[config.mk]
export PLATFORM = sky130hd
export DESIGN_NAME = joypad_ctrl
export DESIGN_NICKNAME = d
export VERILOG_FILES = /design/src/rtl/joypad_ctrl.sv
export SDC_FILE = /design/constraint.sdc
export NUM_CORES = 1
export LEC_CHECK = 0
export BUFFER_PORTS_ARGS = -buffer_cell sky130_fd_sc_hd__buf_4
export CAP_MARGIN = 10
export CORE_MARGIN = 3
export CORE_UTILIZATION = 33
export CTS_CLUSTER_DIAMETER = 30
export CTS_CLUSTER_SIZE = 16
export DETAILED_ROUTE_END_ITERATION = 10
export PLACE_DENSITY = 0.61
export RECOVER_POWER = 25
export SYNTH_ARGS = -nofsm -noshare
export SYNTH_HDL_FRONTEND = slang
export SYNTH_SLANG_ARGS = --single-unit
[constraint.sdc]
create_clock -name clock -period 4.3 [get_ports clock]
set_input_delay 0.645 -clock clock [delete_from_list [all_inputs] [get_ports clock]]
set_output_delay 0.645 -clock clock [all_outputs]
set_load 0.02 [all_outputs]
[src/rtl/joypad_ctrl.sv]
// Game Boy joypad: 2-flop key synchronizers, per-key debounce lockout driven by
// one shared tick prescaler, the P1/JOYP register and the joypad interrupt pulse.

module joypad_key #(
  parameter int LOCK_TICKS = 10,
  parameter int LOCK_W     = 4
) (
  input  logic clock,
  input  logic reset,
  input  logic s,
  input  logic tick,
  output logic level,
  output logic pulse
);
  typedef enum logic [1:0] {IDLE, PRESS, DOWN, RELEASE} key_state_e;

  key_state_e        state_q, state_d;
  logic [LOCK_W-1:0] lock_q, lock_d;
  logic              pulse_q, pulse_d;
  logic              lock_done;

  assign lock_done = (lock_q == LOCK_W'(LOCK_TICKS - 1));

  always_ff @(posedge clock or posedge reset) begin
    if (reset) begin
      state_q <= IDLE;
      lock_q  <= '0;
      pulse_q <= 1'b0;
    end else begin
      state_q <= state_d;
      lock_q  <= lock_d;
      pulse_q <= pulse_d;
    end
  end

  // The key input is ignored while locked; only shared ticks advance the lock.
  always_comb begin
    state_d = state_q;
    lock_d  = lock_q;
    pulse_d = 1'b0;
    case (state_q)
      IDLE: if (s) begin
        state_d = PRESS;
        lock_d  = '0;
        pulse_d = 1'b1;
      end
      PRESS: if (tick) begin
        if (lock_done) state_d = DOWN;
        else           lock_d  = lock_q + LOCK_W'(1);
      end
      DOWN: if (!s) begin
        state_d = RELEASE;
        lock_d  = '0;
      end
      RELEASE: if (tick) begin
        if (lock_done) state_d = IDLE;
        else           lock_d  = lock_q + LOCK_W'(1);
      end
      default: state_d = IDLE;
    endcase
  end

  assign level = (state_q == PRESS) || (state_q == DOWN);
  assign pulse = pulse_q;
endmodule

module joypad_ctrl #(
  parameter int TICK_CYCLES = 20000,
  parameter int LOCK_TICKS  = 10
) (
  input  logic       clock,
  input  logic       reset,
  input  logic [7:0] btn_raw,
  input  logic       cs,
  input  logic       we,
  input  logic [7:0] din,
  output logic [7:0] dout,
  output logic [7:0] btn_state,
  output logic [7:0] press_pulse,
  output logic       int_req
);
  localparam int TICK_W = (TICK_CYCLES > 1) ? $clog2(TICK_CYCLES) : 1;
  localparam int LOCK_W = (LOCK_TICKS > 0) ? $clog2(LOCK_TICKS + 1) : 1;

  logic [7:0]        sync1_q, sync1_d, sync2_q, sync2_d;
  logic [TICK_W-1:0] cnt_q, cnt_d;
  logic [1:0]        sel_q, sel_d;
  logic [3:0]        prev_nib_q, prev_nib_d;
  logic              int_q, int_d;
  logic              tick;
  logic [3:0]        nib;
  logic              unused_din;

  assign unused_din = ^{din[7:6], din[3:0]};

  always_ff @(posedge clock or posedge reset) begin
    if (reset) begin
      sync1_q    <= '0;
      sync2_q    <= '0;
      cnt_q      <= '0;
      sel_q      <= 2'b11;
      prev_nib_q <= 4'hF;
      int_q      <= 1'b0;
    end else begin
      sync1_q    <= sync1_d;
      sync2_q    <= sync2_d;
      cnt_q      <= cnt_d;
      sel_q      <= sel_d;
      prev_nib_q <= prev_nib_d;
      int_q      <= int_d;
    end
  end

  // Free-running prescaler; never restarted by key activity so all keys share it.
  assign tick = (cnt_q == TICK_W'(TICK_CYCLES - 1));

  // A select bit of 0 exposes its key group; a pressed exposed key reads as 0.
  assign nib = ~(({4{~sel_q[0]}} & btn_state[3:0]) |
                 ({4{~sel_q[1]}} & btn_state[7:4]));

  always_comb begin
    sync1_d    = btn_raw;
    sync2_d    = sync1_q;
    cnt_d      = tick ? '0 : cnt_q + TICK_W'(1);
    sel_d      = (cs && we) ? din[5:4] : sel_q;
    prev_nib_d = nib;
    int_d      = |(prev_nib_q & ~nib);
  end

  genvar gi;
  generate
    for (gi = 0; gi < 8; gi++) begin : g_key
      joypad_key #(
        .LOCK_TICKS(LOCK_TICKS),
        .LOCK_W    (LOCK_W)
      ) u_key (
        .clock(clock),
        .reset(reset),
        .s    (sync2_q[gi]),
        .tick (tick),
        .level(btn_state[gi]),
        .pulse(press_pulse[gi])
      );
    end
  endgenerate

  assign dout    = {2'b11, sel_q, nib};
  assign int_req = int_q;
endmodule

# After elaboration in Yosys (flattened, before gate mapping)
# Index checks and enable logic that the tools add are counted.
# W data, S select, Z words.
[word_totals] ff_bits=94 in_bits=20 elab_cells=299
[op_classes] n_addsub=9 n_eq_ne=97 muxes=113 n_bitwise=8 n_reduce_logical=42
[op_table] op="$mux W4" n=32
[op_table] op="$mux W2" n=48
[op_table] op="$pmux W4 S3" n=8
[op_table] op="$ne A2 B2 Y1 const B" n=40
[op_table] op="$pmux W2 S4" n=8
[op_table] op="$ne A2 B1 Y1 const B" n=24
[op_table] op="$reduce_and A6 Y1" n=8
[op_table] op="$add A4 B1 Y4 const B" n=8
[op_table] op="$eq A2 B2 Y1 const B" n=16
[op_table] op="$eq A4 B4 Y1 const B" n=8
[op_table] op="$reduce_and A4 Y1" n=8
[op_table] op="$eq A2 B1 Y1 const B" n=8
[op_table] op="$logic_not A2 Y1" n=8
[op_table] op="$mux W1" n=16
[op_table] op="$reduce_or A2 Y1" n=8
[op_table] op="$add A15 B1 Y15 const B" n=1
[op_table] op="$eq A15 B15 Y1 const B" n=1
[op_table] op="$mux W15" n=1
[op_table] op="$and A4 B4 Y4" n=3
[op_table] op="$logic_or A1 B1 Y1" n=8
[op_table] op="$not A4 Y4" n=2
[op_table] op="$or A4 B4 Y4" n=1
[op_table] op="$reduce_or A4 Y1" n=1
[op_table] op="$not A1 Y1" n=2
[op_table] op="$logic_and A1 B1 Y1" n=1

# Logic depth before layout (Yosys ltp)
# Gate-level depths: netlist of the first run.
[depth] word_depth=8 ltp_mapped=7 ltp_nobuf=6

# Modules after synthesis
# From an unflattened synthesis of the first run, not the netlist that was laid out.
[unflattened] cells_unflattened=512 hier_area_um2=5669.2
[by_module_without_submodules] module="joypad_key" n_inst=8 cells_each=51 area_per_inst_um2=533.0 seq_area_each_um2=175.2
[by_module_without_submodules] module="joypad_ctrl" n_inst=1 cells_each=104 area_per_inst_um2=1405.1 seq_area_each_um2=958.4

# Worst setup path after synthesis of the first run
# No wires, ideal clock.
[synth_timing] path_type="reg-to-reg" start="reg cnt_q[12]" end="reg g_key[3].u_key.lock_q[0]" setup_ns=0.081 arrival_ns=2.236 t_required_ns=4.219 setup_slack_ns=1.984 path_stages_with_launch=6 synth_period_minus_slack_ns=2.316 path_cell_list="dfrtp_1 -> or4b_4 -> or4_4 -> buf_6 -> or4_4 -> o211ai_2"
[synth_via] elab_chain_len=3
[synth_rtl] item="from (decl)" line="86" source="logic [TICK_W-1:0] cnt_q, cnt_d;"
[synth_rtl] item="from (signal assigned)" line="107" source="cnt_q <= cnt_d;"
[synth_rtl] item="$eq A15 B15 Y1" line="115" source="assign tick = (cnt_q == TICK_W'(TICK_CYCLES - 1));"
[synth_rtl] item="$ne A2 B1 Y1 (no line)"
[synth_rtl] item="$reduce_and A4 Y1 (no line)"
[synth_rtl] item="to (signal assigned)" line="31" source="lock_q <= lock_d;"
[synth_rtl] item="to (decl)" line="18" source="logic [LOCK_W-1:0] lock_q, lock_d;"
# Every way passes these cells.
# A chain may end at the register's enable or synchronous reset.

==> results by group, run 1 <==
Setup path
  – Reg2Reg Depth: 4
  – R2r startpoint: cnt_q[12]
  – Slowest stage delay, CP: 1.86 ns
  – Worst EP required: 4.76 ns
  – Setup CP Type: in2async
  – Worst Setup SP: reset
  – Startpoint types: input pin
  – Slowest library cell on the worst path: inv_1
  – Crit-path cells: clkbuf_4, inv_1, buf_4
  – CP Data Arrival Time: 3.26 ns
  – Reg2reg setup slack: 1.59 ns
  – Setup crit end kind: asynchronous set/reset pin
  – CP max FO: 71
  – CP endpoint: sel_q[1]
  – Worst reg2reg endpoint: g_key[5].u_key.state_q[1]

Drt
  – Avg WL per Cell: 14.84 um
  – Post-route ant nets: 0
  – Vias per cell: 5.368
  – DR DRC count: 0
  – Drt first pass iters: 5
  – Total Wirelength: 11870 um
  – 1st-iter DRT viols: 242
  – Total number of vias: 4294

Yosys
  – Netlist cell types: 54
  – Ys flop type: dfrtp_1
  – EDFF count, synth: 0
  – Syn avg cell area: 9.932 um2
  – Synth warn: 0
  – Share of the synthesized area in the top cell type: 0.3945
  – Synth Register Bits: 94
  – Mapped cell area: 5582 um2
  – Gate Count Post-Synth: 562
  – Async set or reset register ratio after synthesis: 1.000
  – Synth top area cells: dfrtp_1, ha_1, nand3_1
  – Top cell types by occurrence after synthesis: dfrtp_1, ha_1, nand2_1
  – Area leader, netlist: dfrtp_1
  – Seq/Total Area, Yosys: 0.4228
  – Count leader, synth: dfrtp_1

Floorplanning
  – Core area: 16230 um2
  – # rows: 46
  – Io pins: 45
  – Die area: 18510 um2
  – Die H: 136.1 um
  – Starting Density: 0.3439
  – DIE WIDTH: 136.1 um

CTS
  – Clock buffer depth: 2
  – CTS tree: built
  – CTS buffer count: 9
  – Worst-path clk slew: 0.06 ns
  – PostCTS Resize Cnt: 0
  – Postcts setup bufs: 0
  – CTS Hold Bufs: 0
  – H-Tree Depth: 3
  – Clock Sinks: 94
  – Root buffer cell: clkbuf_16
  – Worst-Skew Late Latency: 0.34 ns

STA
  – Max Clock Freq: 0.3568 GHz
  – Worst Skew: 0.004964 ns
  – Unrepaired setup endpoints after global routing: false
  – Post-layout min period: 2.803 ns
  – Final hold slack: 0.3493 ns
  – Max-slew violations: 72
  – Final hold vios: 0
  – Fin Setup TNS: 0 ns
  – Worst rel slew slack: -0.7929
  – Slew @ Worst Pin: 2.686 ns
  – Final setup fails: 0
  – Fin worst setup slack: 1.497 ns
  – Period utilization: 0.6519

Place
  – Post-DP HPWL: 8295 um
  – Buffers on Ports: 36
  – Placed Instance Area: 5963 um2
  – DP Worst Slack: 1.615 ns
  – Placer Congestion: 0.8177

Outcome
  – Violations in the final reports: capacitance limit, slew limit
  – Status: complete, but fails checks

Finish
  – Layout Nets: 656
  – Post-route cell area: 6285 um2
  – Layout cell share with drive strength beyond 1: 0.1507
  – Syn-to-layout area delta: 12.60%
  – N_diodes: 0
  – Final core utilization: 0.3872

Hold path
  – HP Class: reg2reg

GRT
  – Met2 Usage GRT: 0.2300
  – Met3 usage: 0.02628
  – Pin count of the biggest net entering global routing: 72
  – Busiest layer in global routing: met2
  – Initial antenna violation count: 0
  – Global-route usage over all layers: 0.1352
  – Grt met1 use: 0.1636
  – Vias in the first global route: 4406
  – Gr ovfl total: 0
  – First-pass GRT wire length: 20300 um

Power
  – Pwr dens: 429.1 nW/um2
  – Leakage: 2.920 nW
  – Maximum VDD drop: 0.2112 mV

Flow run
  – MaxCap Viol Count: 1
==> kinds of logic (layout without fill, tap and decap cells) <==
kind of cell	after synthesis	count (layout)	synth area share
buffers and inverters	74	95	0.06344
adder cells (fa/ha/maj)	57	57	0.1278
multiplexers	20	20	0.03833
other	1	2	0.0006718
AND/OR/NAND/NOR	205	205	0.1928
flip-flops	94	94	0.4228
XOR/XNOR	10	10	0.01569
AO/OA/AOI/OAI	101	101	0.1385
==> worst max-delay path: cells and delay by family <==
kind / cells / cell delay, ns
buffers and inverters: 3 / 2.56
==> state kept, by name (all words and copies together), names as in the netlist <==
name,flops
int_req,1
g_key.u_key.lock_q,32
sync1_q,8
sync2_q,8
cnt_q,15
g_key.u_key.state_q,16
sel_q,2
g_key.u_key.pulse,8
prev_nib_q,4
==> worst min-delay path by stage <==
stage / endpoint / cells past startpoint / startpoint / slack [ns]
after CTS: sync2_q[4] / 0 / sync1_q[4] / 0.35
after global placement: sync2_q[4] / 0 / sync1_q[4] / 0.33
after floorplan: sync2_q[0] / 0 / sync1_q[0] / 0.33
after global routing: sync2_q[4] / 0 / sync1_q[4] / 0.36
final: sync2_q[2] / 0 / sync1_q[2] / 0.35
after detailed placement: sync2_q[4] / 0 / sync1_q[4] / 0.34
==> through the flow <==
stage                     power (mW)  std cells
after detailed placement       1.854        784
after CTS                      2.738        800
final                          2.697        800
after global routing           2.871        800
after floorplan                1.645        563
after global placement         1.821        784
==> final cells by class <==
cell class	instances	area (um2)
multi-input combinational	395	2884
timing repair buffer	40	300.3
clock buffer	10	239.0
tap	216	270.3
inverter	39	146.4
fill	1585	9946
clock inverter	6	85.08
sequential	94	2360
==> report_power, final <==
| part | internal (mW) | total [mW] | switching, mW | leakage (nW) |
|---|---|---|---|---|
| sequential | 0.981 | 1.06 | 0.0790 | 1.16 |
| combinational | 0.308 | 0.774 | 0.465 | 1.60 |
| clock | 0.523 | 0.863 | 0.340 | 0.154 |
| total | 1.81 | 2.70 | 0.885 | 2.92 |
==> per-layer routing <==
metal  vias to the layer above  wire length, um  part of all wire
met5                         -                0                 0
met1                      2135             5372              0.45
met4                         0              310             0.026
met3                        22              391             0.033
met2                        72             5796              0.49
li1                       2065                -                 -
==> layout by cell type (no fill, tap or decap), types with 6 or more instances in the layout <==
master      n
dfstp_2     6
nand3_1    45
dfrtp_1    88
or2_2       7
inv_1      39
o31ai_1    10
nand2_1    46
nor4_1      6
clkbuf_4   10
o21ai_0    17
nor3_1      6
o311ai_0    7
o211ai_1   15
or4_1      12
o221ai_1   14
mux2i_1     9
and2_0      8
nor2_1     37
mux2_2     11
clkbuf_16   9
nand3b_1    9
ha_1       57
buf_4      30
a22oi_1     7
No activity file was read; power rests on OpenSTA's default activity.
==> run 2, diff against run 1 <==
- ABC_AREA: default -> 1
- clock period: 4.3 -> 2.7 ns (I/O delays scaled with it)
==> run 2 against run 1 <==
Net effect: highest routed layer unchanged; final cell count up 9.9%; sequential power increased by 99%; largest cell class unchanged; routed wire length fell by 19%; the flow now finishes without violations; flip-flop and latch count unchanged; largest power group is now combinational cells; register-to-register slack got worse by 0.66 ns; die area fell by 1.7%.
==> results by group, run 2 <==
GRT
  – Global-route usage over all layers: 0.1131
  – Gr ovfl total: 0
  – Initial antenna violation count: 0
  – First-pass GRT wire length: 17080 um
  – Vias in the first global route: 3792
  – Pin count of the biggest net entering global routing: 50

Drt
  – Drt first pass iters: 4
  – 1st-iter DRT viols: 195
  – Total Wirelength: 9583 um
  – DR DRC count: 0
  – Total number of vias: 3900
  – Vias per cell: 4.437
  – Avg WL per Cell: 10.90 um
  – Post-route ant nets: 0

Finish
  – Most common cell after layout, fill and taps aside: nand2_1
  – N_diodes: 0
  – Syn-to-layout area delta: 13.23%
  – Layout Nets: 735
  – Post-Layout Cell Count: 879
  – Most frequent cells in the layout: nand2_1, inv_1, dfrtp_1
  – Biggest regs: g_key.u_key.lock_q (32), g_key.u_key.state_q (16), cnt_q (15)
  – Final core utilization: 0.3868
  – # fillers: 1634
  – Largest register FFs: 32
  – Layout cell share with drive strength beyond 1: 0.1403
  – Biggest register: g_key.u_key.lock_q
  – Post-route cell area: 6211 um2

STA
  – Period utilization: 0.7979
  – Worst rel slew slack: 0.2172
  – Slew @ Worst Pin: 1.174 ns
  – Fin worst setup slack: 0.5457 ns
  – Fin Setup TNS: 0 ns
  – Max-slew violations: 0
  – Post-layout min period: 2.154 ns
  – Final setup fails: 0
  – Final hold slack: 0.1848 ns
  – Unrepaired setup endpoints after global routing: false
  – Final hold vios: 0
  – Max Clock Freq: 0.4642 GHz
  – Worst Skew: 0.009164 ns

Yosys
  – Mapped cell area: 5485 um2
  – Area leader, netlist: dfrtp_1
  – Ys flop type: dfrtp_1
  – Mux share of post-synthesis cell area: 0.01870
  – Share of the synthesized area in the top cell type: 0.4015
  – Main combinational cell family by area after synthesis: simple AND/OR/NAND/NOR gates
  – Seq/Total Area, Yosys: 0.4302
  – Synth Area in XOR/XNOR: 0.02395
  – Synth top area cells: dfrtp_1, ha_1, nand2_1
  – Syn avg cell area: 8.762 um2
  – Async set or reset register ratio after synthesis: 1.000
  – Post-Synth Simple-Gate Area: 0.2858
  – Count leader, synth: nand2_1
  – Gate Count Post-Synth: 626
  – Synth Register Bits: 94
  – Netlist cell types: 26
  – Top cell types by occurrence after synthesis: nand2_1, inv_1, dfrtp_1
  – Synth Area in Compound Gates: 0.02007
  – Synth warn: 0
  – Post-Synth Adder-Cell Area: 0.1300
  – EDFF count, synth: 0

Floorplanning
  – Io pins: 45
  – # rows: 46
  – Core area: 16060 um2
  – Die H: 134.9 um
  – Die area: 18200 um2
  – Starting Density: 0.3416
  – DIE WIDTH: 134.9 um

Place
  – Placed Instance Area: 5926 um2
  – Placed cell count: 863
  – DP Worst Slack: 0.8916 ns
  – Placer Congestion: 0.8179
  – Post-DP HPWL: 7109 um
  – Buffers on Ports: 36

CTS
  – CTS Hold Bufs: 0
  – PostCTS Resize Cnt: 0
  – Root buffer cell: clkbuf_16
  – CTS tree: built
  – Worst-path clk slew: 0.07 ns
  – Clock buffer depth: 2
  – Worst-Skew Late Latency: 0.35 ns
  – Postcts setup bufs: 0
  – CTS buffer count: 9
  – Clock Sinks: 94
  – H-Tree Depth: 3

Setup path
  – Setup CP Type: reg2out
  – CP Data Arrival Time: 1.75 ns
  – Worst EP required: 2.30 ns
  – Startpoint types: flip-flop
  – Setup crit end kind: output port
  – CP max FO: 4

Hold path
  – HP Class: in2reg

Power
  – Net Sw Frac: 0.4341
  – Leakage: 3.345 nW
  – Maximum VDD drop: 0.8169 mV
  – Flop pwr share: 0.320
  – Total Power: 6.617 mW
  – Power share of the combinational group: 0.486
  – Pwr dens: 1065 nW/um2
  – Total internal power: 3.744 mW
  – Clock power frac: 0.194
  – NetSw: 2.873 mW

Flow run
  – MaxCap Viol Count: 0

Outcome
  – Status: finished clean
[run 2: layout make-up]
class,count,area [um2],area share
multi-input combinational,419,2633,0.4239
tap,216,270.3,0.04351
clock buffer,13,260.3,0.04190
sequential,94,2360,0.3799
clock inverter,3,42.54,0.006849
timing repair buffer,38,282.8,0.04553
inverter,96,362.8,0.05842
[run 2: logic make-up after synthesis]
family                     Yosys count
xor gates and xnor gates            15
buffers and inverters              114
and+or+nand+nor                    314
adders and majority gates           57
other                                1
AOI/OAI and AO/OA                   21
muxes                               10
DFF                                 94
[run 2: worst paths after layout]
path | from | cells after the start | slack, ns | end
min | btn_raw[7] | 1 | 0.18 | sync1_q[7]
max in group asynchronous | reset | 3 | 0.89 | g_key[4].u_key.lock_q[1]
min reg2reg | sync1_q[7] | 0 | 0.35 | sync2_q[7]
min in group asynchronous | reset | 2 | 0.22 | g_key[2].u_key.lock_q[3]
max reg2reg | g_key[3].u_key.state_q[0] | 6 | 0.93 | g_key[3].u_key.state_q[1]
max | g_key[7].u_key.state_q[0] | 6 | 0.55 | dout[3]
[run 2: power by group through the flow]
| stage | Sequential (mW) | Combinational (mW) | Clock [mW] |
|---|---|---|---|
| after floorplan | 2.07 | 2.57 | 0 |
| after global placement | 2.14 | 3.21 | 0 |
| after detailed placement | 2.14 | 3.27 | 0 |
| after CTS | 2.12 | 3.28 | 1.34 |
| after global routing | 2.17 | 3.70 | 1.38 |
| final | 2.11 | 3.22 | 1.28 |
[run 2: per-layer routing]
layer / wire, um / global-route usage / part of all wire / vias to the layer above
li1: - / - / - / 2028
met1: 4808 / 0.1513 / 0.50 / 1805
met2: 4245 / 0.1770 / 0.44 / 52
met3: 334 / 0.02310 / 0.035 / 15
met4: 194 / 0.05090 / 0.020 / 0
met5: 0 / 0 / 0 / -
[run 2: critical path, cell delays in order (launching register included)]
cell,delay (ns)
dfrtp_1,0.40
inv_1,0.11
ha_1,0.35
inv_1,0.11
o22ai_1,0.19
inv_1,0.08
buf_4,0.16
==> run 3, diff against run 2 <==
- ABC_AREA: 1 -> 0
- clock period: 2.7 -> 2 ns (I/O delays scaled with it)
==> run 3 against run 2 <==
Net effect: the run now ends with setup timing left; utilization rose by 4.7 points; clock-buffer cell count shrank 4; routed wire length up 40%; sequential power up 9%; register-to-register slack lost 1.3 ns; critical path type is now reg2reg; critical endpoint is now g_key[5].u_key.state_q[1]; largest cell class unchanged.
==> results by group, run 3 (synthesized netlist as in run 1, its figures left out) <==
Outcome
  – Status: complete, but fails checks
  – Violations in the final reports: setup timing

GRT
  – First-pass GRT wire length: 21960 um
  – Global-route usage over all layers: 0.1459
  – Initial antenna violation count: 0
  – Vias in the first global route: 4566
  – Pin count of the biggest net entering global routing: 95
  – Gr ovfl total: 0

Setup path
  – Setup crit end kind: flip-flop
  – Worst path buffer plus inverter count: 1
  – Cell family with most CP delay: simple AND/OR/NAND/NOR gates
  – CP Data Arrival Time: 2.62 ns
  – Worst EP required: 2.26 ns
  – Slowest library cell on the worst path: or4_4
  – Worst reg2reg endpoint: g_key[5].u_key.state_q[1]
  – CP max FO: 6
  – Reg2reg setup slack: -0.35 ns
  – Crit-path cells: or4b_4, or4_4, buf_6, or4_1, o311ai_1
  – Slowest stage delay, CP: 0.60 ns
  – R2r startpoint: cnt_q[12]
  – Reg2Reg Depth: 5
  – Startpoint types: flip-flop
  – Setup CP Type: reg2reg

Drt
  – Max layer used: met4
  – Total number of vias: 4628
  – 1st-iter DRT viols: 256
  – Vias per cell: 5.363
  – Avg WL per Cell: 15.58 um
  – Met2 Routed Length: 6720 um
  – Drt first pass iters: 5
  – Total Wirelength: 13440 um
  – Wl on met1: 5867 um
  – Post-route ant nets: 0
  – Met3 Wirelength: 615 um
  – DR DRC count: 0

Finish
  – Syn-to-layout area delta: 26.14%
  – Final core utilization: 0.4338
  – Layout cell share with drive strength beyond 1: 0.2937
  – Largest register FFs: 32
  – Layout Nets: 719
  – N_diodes: 0
  – Most common cell after layout, fill and taps aside: buf_4
  – Post-Layout Cell Count: 863
  – Most frequent cells in the layout: buf_4, dfrtp_1, ha_1
  – Biggest regs: g_key.u_key.lock_q (32), g_key.u_key.state_q (16), cnt_q (15)
  – Post-route cell area: 7041 um2
  – Biggest register: g_key.u_key.lock_q

Hold path
  – Worst Hold End: sync1_q[1]
  – Hold path startpoint: btn_raw[1]
  – Hold Crit Depth: 1
  – HP Class: in2reg

Place
  – Post-DP HPWL: 8891 um
  – Buffers on Ports: 36
  – Placed cell count: 820
  – Placer Congestion: 0.8356
  – Placed Instance Area: 6241 um2

CTS
  – CTS buffer count: 9
  – CTS tree: built
  – Clock Sinks: 94
  – CTS Hold Bufs: 0
  – Clock buffer depth: 2
  – Worst-path clk slew: 0.08 ns
  – Root buffer cell: clkbuf_16
  – H-Tree Depth: 3
  – Worst-Skew Late Latency: 0.36 ns

STA
  – Final hold vios: 0
  – Worst rel slew slack: 0.1028
  – Max-slew violations: 0
  – Final setup fails: 51
  – Fin worst setup slack: -0.3527 ns
  – Slew @ Worst Pin: 1.346 ns
  – Post-layout min period: 2.353 ns
  – Max Clock Freq: 0.4250 GHz
  – Worst Skew: 0.01324 ns
  – Period utilization: 1.176
  – Fin Setup TNS: -10.33 ns
  – Unrepaired setup endpoints after global routing: true

Floorplanning
  – DIE WIDTH: 136.1 um
  – Io pins: 45
  – # rows: 46
  – Core area: 16230 um2
  – Starting Density: 0.3439
  – Die H: 136.1 um
  – Die area: 18510 um2

Power
  – Maximum VDD drop: 0.4918 mV
  – Leakage: 3.277 nW
  – Total Power: 5.995 mW
  – Pwr dens: 851.5 nW/um2

Flow run
  – MaxCap Viol Count: 0
[run 3: cell count changes in the layout (fill, tap and decap cells not counted), sizes merged, moves of 11 or more]
cell,change
nand2,-118
buf,+62
inv,-54
nand4,-31
o211ai,+16
or4,+16
nor2,-14
o221ai,+14
and2,+11
[run 3: final cells by class]
type | instances | area [um2]
fill | 1554 | 9190
timing repair buffer | 101 | 799.5
multi-input combinational | 397 | 3178
clock inverter | 7 | 56.30
sequential | 94 | 2364
inverter | 39 | 147.6
tap | 216 | 270.3
clock buffer | 9 | 225.2
[run 3: worst register-to-register path: stages (launching register included)]
cell and delay (ns):
dfrtp_1 0.38, or4b_4 0.55, or4_4 0.60, buf_6 0.17, or4_1 0.47, o311ai_1 0.09
[run 3: power breakdown]
part	switching, mW	internal [mW]	total, mW
Sequential	0.189	2.11	2.30
Clock	0.813	0.857	1.67
Combinational	1.16	0.864	2.03
Total	2.16	3.83	5.99
[run 3: worst max path at each step]
stage                         start                         to  cells past startpoint
after CTS                 cnt_q[12]  g_key[5].u_key.state_q[1]                      5
after floorplan           cnt_q[13]   g_key[3].u_key.lock_q[0]                      5
after global placement    cnt_q[13]  g_key[0].u_key.state_q[1]                      5
after detailed placement  cnt_q[13]  g_key[4].u_key.state_q[0]                      5
after global routing      cnt_q[12]  g_key[5].u_key.state_q[1]                      5
final                     cnt_q[12]  g_key[5].u_key.state_q[1]                      5
[run 3: metrics by stage]
step	setup WS, ns	hold slack, ns
2_1_floorplan	-0.2226	0.3312
3_3_place_gp	-0.3105	0.3322
3_5_place_dp	-0.4016	0.3356
4_1_cts	-0.3382	0.02973
5_1_grt	-0.3789	0.04671
6_report	-0.3527	0.06422
[run 3: what timing repair did]
| action | in CTS | in global routing |
|---|---|---|
| gates cloned | 2 | 1 |
| pin swaps | 11 | 18 |
| setup endpoints to repair | 56 | 56 |
| resized for setup | 33 | 30 |
| setup buffers | 11 | 13 |
[run 3: metal layers]
metal | track usage | vias up
li1 | - | 2204
met1 | 0.1831 | 2292
met5 | 0 | -
met3 | 0.03812 | 28
met2 | 0.2482 | 104
met4 | 0.04087 | 0
